<file path="src/rtl/la_mux_defs.sv">
// Shared arbitration mode encodings for the lambdalib mux family.
package la_mux_defs;
  localparam int ARB_FIXED = 0;
  localparam int ARB_RR    = 1;
endpackage

</file>
<file path="src/rtl/la_rrarb.sv">
// Combinational arbiter: fixed priority (index 0 first) or round-robin from ptr.
// Zero latency; grant is one-hot or zero and only ever selects a requesting channel.
module la_rrarb
  import la_mux_defs::*;
#(
  parameter int N   = 4,
  parameter int ARB = ARB_RR,
  localparam int PW = $clog2(N)
) (
  input  logic [N-1:0]  req,
  input  logic [PW-1:0] ptr,
  output logic [N-1:0]  grant,
  output logic [PW-1:0] index
);

  localparam logic [PW:0] NL = N[PW:0];

  logic [PW-1:0] base;
  logic [PW:0]   sum;
  logic          found;

  assign base = (ARB == ARB_RR) ? ptr : '0;

  // Walk channels starting at base, wrapping modulo N; the first requester wins.
  always_comb begin
    grant = '0;
    index = '0;
    found = 1'b0;
    sum   = '0;
    for (int k = 0; k < N; k++) begin
      sum = {1'b0, base} + k[PW:0];
      if (sum >= NL) sum = sum - NL;
      if (!found && req[sum[PW-1:0]]) begin
        found             = 1'b1;
        index             = sum[PW-1:0];
        grant[sum[PW-1:0]] = 1'b1;
      end
    end
  end

endmodule

</file>
<file path="src/rtl/la_rrmux.sv">
// N:1 arbitrated mux with a single output register; latency 1 cycle, full throughput.
// Backpressure: in_ready drops to zero while the output register is held by out_ready=0.
module la_rrmux
  import la_mux_defs::*;
#(
  parameter int N    = 4,
  parameter int W    = 8,
  parameter int ARB  = ARB_RR,
  parameter     PROP = "DEFAULT"
) (
  input  logic           clk,
  input  logic           nreset,
  input  logic [N-1:0]   in_valid,
  input  logic [N*W-1:0] in_data,
  output logic [N-1:0]   in_ready,
  output logic           out_valid,
  output logic [W-1:0]   out_data,
  output logic [N-1:0]   out_grant,
  input  logic           out_ready
);

  localparam int PW = $clog2(N);
  localparam logic [PW-1:0] LAST = PW'(N - 1);

  logic [PW-1:0] ptr;
  logic [N-1:0]  grant;
  logic [PW-1:0] index;
  logic          load;
  logic          take;
  logic [PW-1:0] ptr_nxt;

  la_rrarb #(.N(N), .ARB(ARB)) u_arb (
    .req   (in_valid),
    .ptr   (ptr),
    .grant (grant),
    .index (index)
  );

  // Gating with nreset keeps in_ready low while reset is held, even though
  // the cleared output register would otherwise look ready to load.
  assign load     = ~out_valid | out_ready;
  assign in_ready = grant & {N{load & nreset}};
  assign take     = |in_ready;
  assign ptr_nxt  = (index == LAST) ? '0 : index + 1'b1;

  always_ff @(posedge clk or negedge nreset) begin
    if (!nreset) begin
      out_valid <= 1'b0;
      out_data  <= '0;
      out_grant <= '0;
      ptr       <= '0;
    end else begin
      if (load) out_valid <= take;
      if (take) begin
        out_data  <= in_data[index*W +: W];
        out_grant <= grant;
        if (ARB == ARB_RR) ptr <= ptr_nxt;
      end
    end
  end

endmodule

</file>
<file path="config.mk">
export PLATFORM = sky130hd
export DESIGN_NAME = la_rrmux
export DESIGN_NICKNAME = d
export VERILOG_FILES = /design/src/rtl/la_mux_defs.sv /design/src/rtl/la_rrarb.sv /design/src/rtl/la_rrmux.sv
export SDC_FILE = /design/constraint.sdc
export NUM_CORES = 1
export LEC_CHECK = 0
export CORE_UTILIZATION = 43
export DETAILED_ROUTE_END_ITERATION = 16
export GPL_TIMING_DRIVEN = 1
export PLACE_DENSITY_LB_ADDON = 0.1
export SLEW_MARGIN = 20
export SYNTH_ARGS = -nofsm -noshare
export SYNTH_HDL_FRONTEND = slang
export SYNTH_SLANG_ARGS = --single-unit
</file>
<file path="constraint.sdc">
create_clock -name clk -period 3.3 [get_ports clk]
set_input_delay 0.66 -clock clk [delete_from_list [all_inputs] [get_ports clk]]
set_output_delay 0.66 -clock clk [all_outputs]
set_load 0.02 [all_outputs]
</file>
* Yosys cells after proc, flatten, opt, wreduce, memory -nomap -nowiden
Cells that the tools add are included. Widths: inputs -> output; s select.
Storage, ports and cells: register bits 15, output and inout port bits 17, word-level logic and storage cells 76
Cells by class: $add $sub $neg 8, order comparisons 12, equality and inequality tests 1, shift operators 1, multiplexer cells 32, bitwise logic cells 7, reduce and logical (&&, ||, !) cells 11
Operators by type and width (number):
- $shiftx 32x6->8 | 1
- $mux 2 | 9
- $mux 4 | 4
- $lt 2x3->1 const B | 4
- $or 4x4->4 | 3
- $mux 1 | 11
- $ge 3x3->1 const B | 3
- $bmux 1 s2 | 4
- $demux 1 s2 | 4
- $ge 2x1->1 const B | 4
- $sub 2x1->2 const B | 4
- $logic_and 1x1->1 | 7
- $add 2x2->3 const B | 2
- $and 4x4->4 | 1
- $reduce_or 4->1 | 1
- $add 2x1->3 const B | 1
- $ge 2x3->1 const B | 1
- $logic_not 1->1 | 3
- $add 2x1->2 const B | 1
- $eq 2x2->1 const B | 1
- $and 1x1->1 | 1
- $not 1->1 | 1
- $or 1x1->1 | 1

* Logic depth before layout (Yosys ltp)
depth in word-level cells 16, mapped depth 10, gate-level depth less buffers 8

* Hierarchy
From an unflattened synthesis, not the netlist that was laid out.
Unflattened totals: cells, all modules 115, area total of the unflattened synthesis 1321.3 sq um
By module, submodules not included:
- la_rrmux | times used 1, cells an instance 50, area an instance 832.0 sq um, seq. area each 375.4 sq um
- la_rrarb | times used 1, cells an instance 65, area an instance 489.2 sq um, seq. area each 0.0 sq um

* Worst setup path after synthesis
OpenSTA, ideal clock, no wires.
kind register -> output, from reg ptr[0], to out in_ready[3], arrival time 2.301 ns, data required time 2.640 ns, path slack 0.339 ns, stages on the path, launching flop included 9, path buffers 1, path through dfrtp_1 > buf_4 > inv_1 > ha_1 > mux4_2 > nor2_1 > and4b_4 > a221oi_2 > inv_1
On the way: cells in the longest elaborated chain, start to end 15
Ends and longest elaborated chain:
- from (decl) | line la_rrmux.sv:25 | logic [PW-1:0] ptr;
- from (signal assigned) | line la_rrmux.sv:57 | if (ARB == ARB_RR) ptr <= ptr_nxt;
- parallel branches: the longest is 13 deep, another holds $add 2x1->3
- $mux 4 (*) | line la_rrarb.sv:33 | if (!found && req[sum[PW-1:0]]) begin
- $and 4x4->4 (*) | line la_rrmux.sv:42 | assign in_ready = grant & {N{load & nreset}};
- to (decl) | line la_rrmux.sv:15 | output logic [N-1:0] in_ready,
Mark *: on every way between the ends. The select of a mux whose other input is x is not followed.

* Worst setup path after layout
from reg ptr[1], to out in_ready[1]
The elaborated chain is that of the path after synthesis.

==> results.txt <==
flip-flop and latch count after synthesis - 15
drt total wl - 4.12 mm
synthesized area per cell - 9.24 um2
Worst Hold Class - flip-flop to flip-flop
Peak VDD IR - 656 uV
critical-path maximum fanout - 5
vias per std cell - 5.67
Final min period - 3130 ps
clock sink count - 15
Tot Pwr - 2.24 mW
worst-margin pin slew - 417 ps
I/O pins - 56
CTS buffer count - 3
flop-to-flop setup slack - 460 ps
CTS tree - built
via count - 1514
RSZ-0062 raised after global routing - no
wire per inst - 15.4 um
CP arrival - 2470 ps
f_max - 320 MHz
core area - 3050 um2
Post-Route Setup TNS - 0 ps
HPWL after DPL - 3.12 mm
Die ar. - 3460 um2
Die Span X - 58.8 um
initial DRC count - 99
Reg clk slew, reported paths - 90 ps
Fin. Hold Viols - 0
first-pass GRT wire length - 6.68 mm
synth top area cells - dfrtp_1 27%, a32oi_1 10%, o21ai_0 5.8%
Final nets - 269
Synth Warn # - 0
all-layer global routing usage - 24.7%
row cnt - 20
Worst Reg-to-Reg Cells - 9
CP endpoint kind - output pin
post-route ant nets - 0
Mapped Cells - 150
Antenna diodes - 0
Cell Pwr Density - 1040 nW/um2
final worst path period share - 94.8%
Hold WS - 511 ps
Synth area leader - dfrtp_1
latest clock arrival within the worst-skew pair - 270 ps
drt first pass iters - 5
post-synth cell types - 38
Clock Skews - 1.36 ps
Setup CP Type - flip-flop to output pin
clk buf depth - 2
commonest non-fill, non-tap cell in the layout - clkdlybuf4s50_1
Worst Setup Start Kind - flip-flop
area share of the largest cell type after synthesis - 27.1%
CP required - 2640 ps
Final Wtd Congestion - 0.808
Hold Path Stages - 1
Setup violations, final - 0
Slew Limit Fails - 0
Initial Util - 45.4%
status - completed
CTS root buffer - clkbuf_4
Worst slew margin - 72.2%
P_leak - 0.924 nW
Layout area overhead - 55.4%
Mapped Area - 1390 um2
Seq/Total Area, Yosys - 27.1%
most frequent cells in the layout - 47 x clkdlybuf4s50_1, 24 x buf_4, 16 x o21ai_0, 16 x a32oi_1, 15 x dfrtp_1
Die H - 58.8 um
initial antenna violation count - 0
largest net degree at the start of global routing - 20
DR DRC count - 0
Post-Synthesis Net Count - 195
IO Port Bufs - 55
share of cells above drive strength 1 - 22.9%
H-tree Lvls - 1
Max Cap Viol - 0
number of global-route vias before repair - 1429
GR Overflow Total - 0
==> per-layer routing <==
| layer | wire (um) | up-vias | global-route usage [%] |
|---|---|---|---|
| met4 | 8 | 0 | 4.42 |
| met1 | 1900 | 736 | 36.4 |
| met5 | 0 | - | 0 |
| li1 | - | 726 | - |
| met3 | 232 | 2 | 1.76 |
| met2 | 1980 | 50 | 40.1 |
==> synthesized netlist by cell type <==
cell / instances
nor3b_1: 2
mux4_2: 2
nand4_2: 1
o22ai_1: 1
o211a_2: 1
buf_6: 1
and4b_4: 1
a21oi_2: 1
dfrtp_1: 15
and2_1: 2
a221oi_2: 4
a221oi_1: 1
ha_1: 6
buf_2: 2
o2111ai_2: 1
nand3b_1: 4
clkbuf_1: 5
buf_4: 2
mux2_4: 3
nor2_1: 3
o211ai_2: 1
o211a_1: 1
a31oi_1: 1
mux2i_1: 5
inv_1: 10
nor2b_1: 1
nand2b_1: 4
xnor2_1: 1
nor3_1: 1
o211ai_1: 1
mux2_2: 5
a21oi_1: 4
a32oi_1: 16
nand3_1: 9
nand2_1: 9
o21ai_0: 16
and3b_1: 2
o21ai_1: 5
==> worst paths after layout <==
path | startpoint | end
max in group asynchronous | nreset | out_grant[2]
min | out_data[0] | out_data[0]
max reg2reg | ptr[1] | out_data[0]
max | ptr[1] | in_ready[1]
min reg2reg | out_data[0] | out_data[0]
min in group asynchronous | nreset | out_data[4]
==> critical path, stage by stage (launching register included) <==
cell and delay [ps]:
dfrtp_1 350, inv_1 100, ha_4 300, mux4_2 560
nor2_1 140, and4b_4 300, a221oi_2 90, inv_1 70
clkdlybuf4s15_1 290
==> sequential cells by signal, indices dropped and copies added (netlist names) <==
signal and count:
out_data 8, ptr 2, out_valid 1, out_grant 4
==> layout make-up <==
type	count	area, um2
Clock buffer	3	22.5
Inverter	10	37.5
Sequential cell	15	375
Tap cell	44	55.1
Timing Repair Buffer	79	728
Fill cell	259	898
Clock inverter	1	5.00
Multi-Input combinational cell	115	931
==> stage by stage <==
| step | utilization [%] | setup slack (ps) | instance area (um2) | cells |
|---|---|---|---|---|
| 6_report | 70.6 | 171 | 2150 | 267 |
| 5_1_grt | 70.6 | 19.6 | 2150 | 267 |
| 4_1_cts | 70.0 | 26.6 | 2140 | 267 |
| 3_5_place_dp | 68.9 | -311 | 2100 | 261 |
| 3_3_place_gp | 68.9 | -258 | 2100 | 261 |
| 2_1_floorplan | - | 339 | 1390 | 150 |
==> what timing repair did <==
item,in CTS,in global routing
setup buffers,2,0
resized for setup,6,9
cloned,0,0
endpoints found under the setup margin,4,4
pin swaps,0,0
endpoints found under the hold margin,0,0
hold buffers,0,0
==> power breakdown <==
group	total [mW]	switching [mW]	internal [mW]
Clock	0.100	0.0555	0.0449
Sequential	0.335	0.0492	0.286
Combinational	1.81	0.920	0.888
Total	2.24	1.02	1.22
==> cells by family after synthesis <==
family / count (synthesis) / share of synthesized area (%)
AOI/OAI and AO/OA: 54 / 29.6
xor gates and xnor gates: 1 / 0.632
adders and majority gates: 6 / 5.42
buffers and inverters: 20 / 6.68
DFF: 15 / 27.1
muxes: 15 / 14.2
and+or+nand+nor: 39 / 16.4
(Power assumes the default switching activity.)
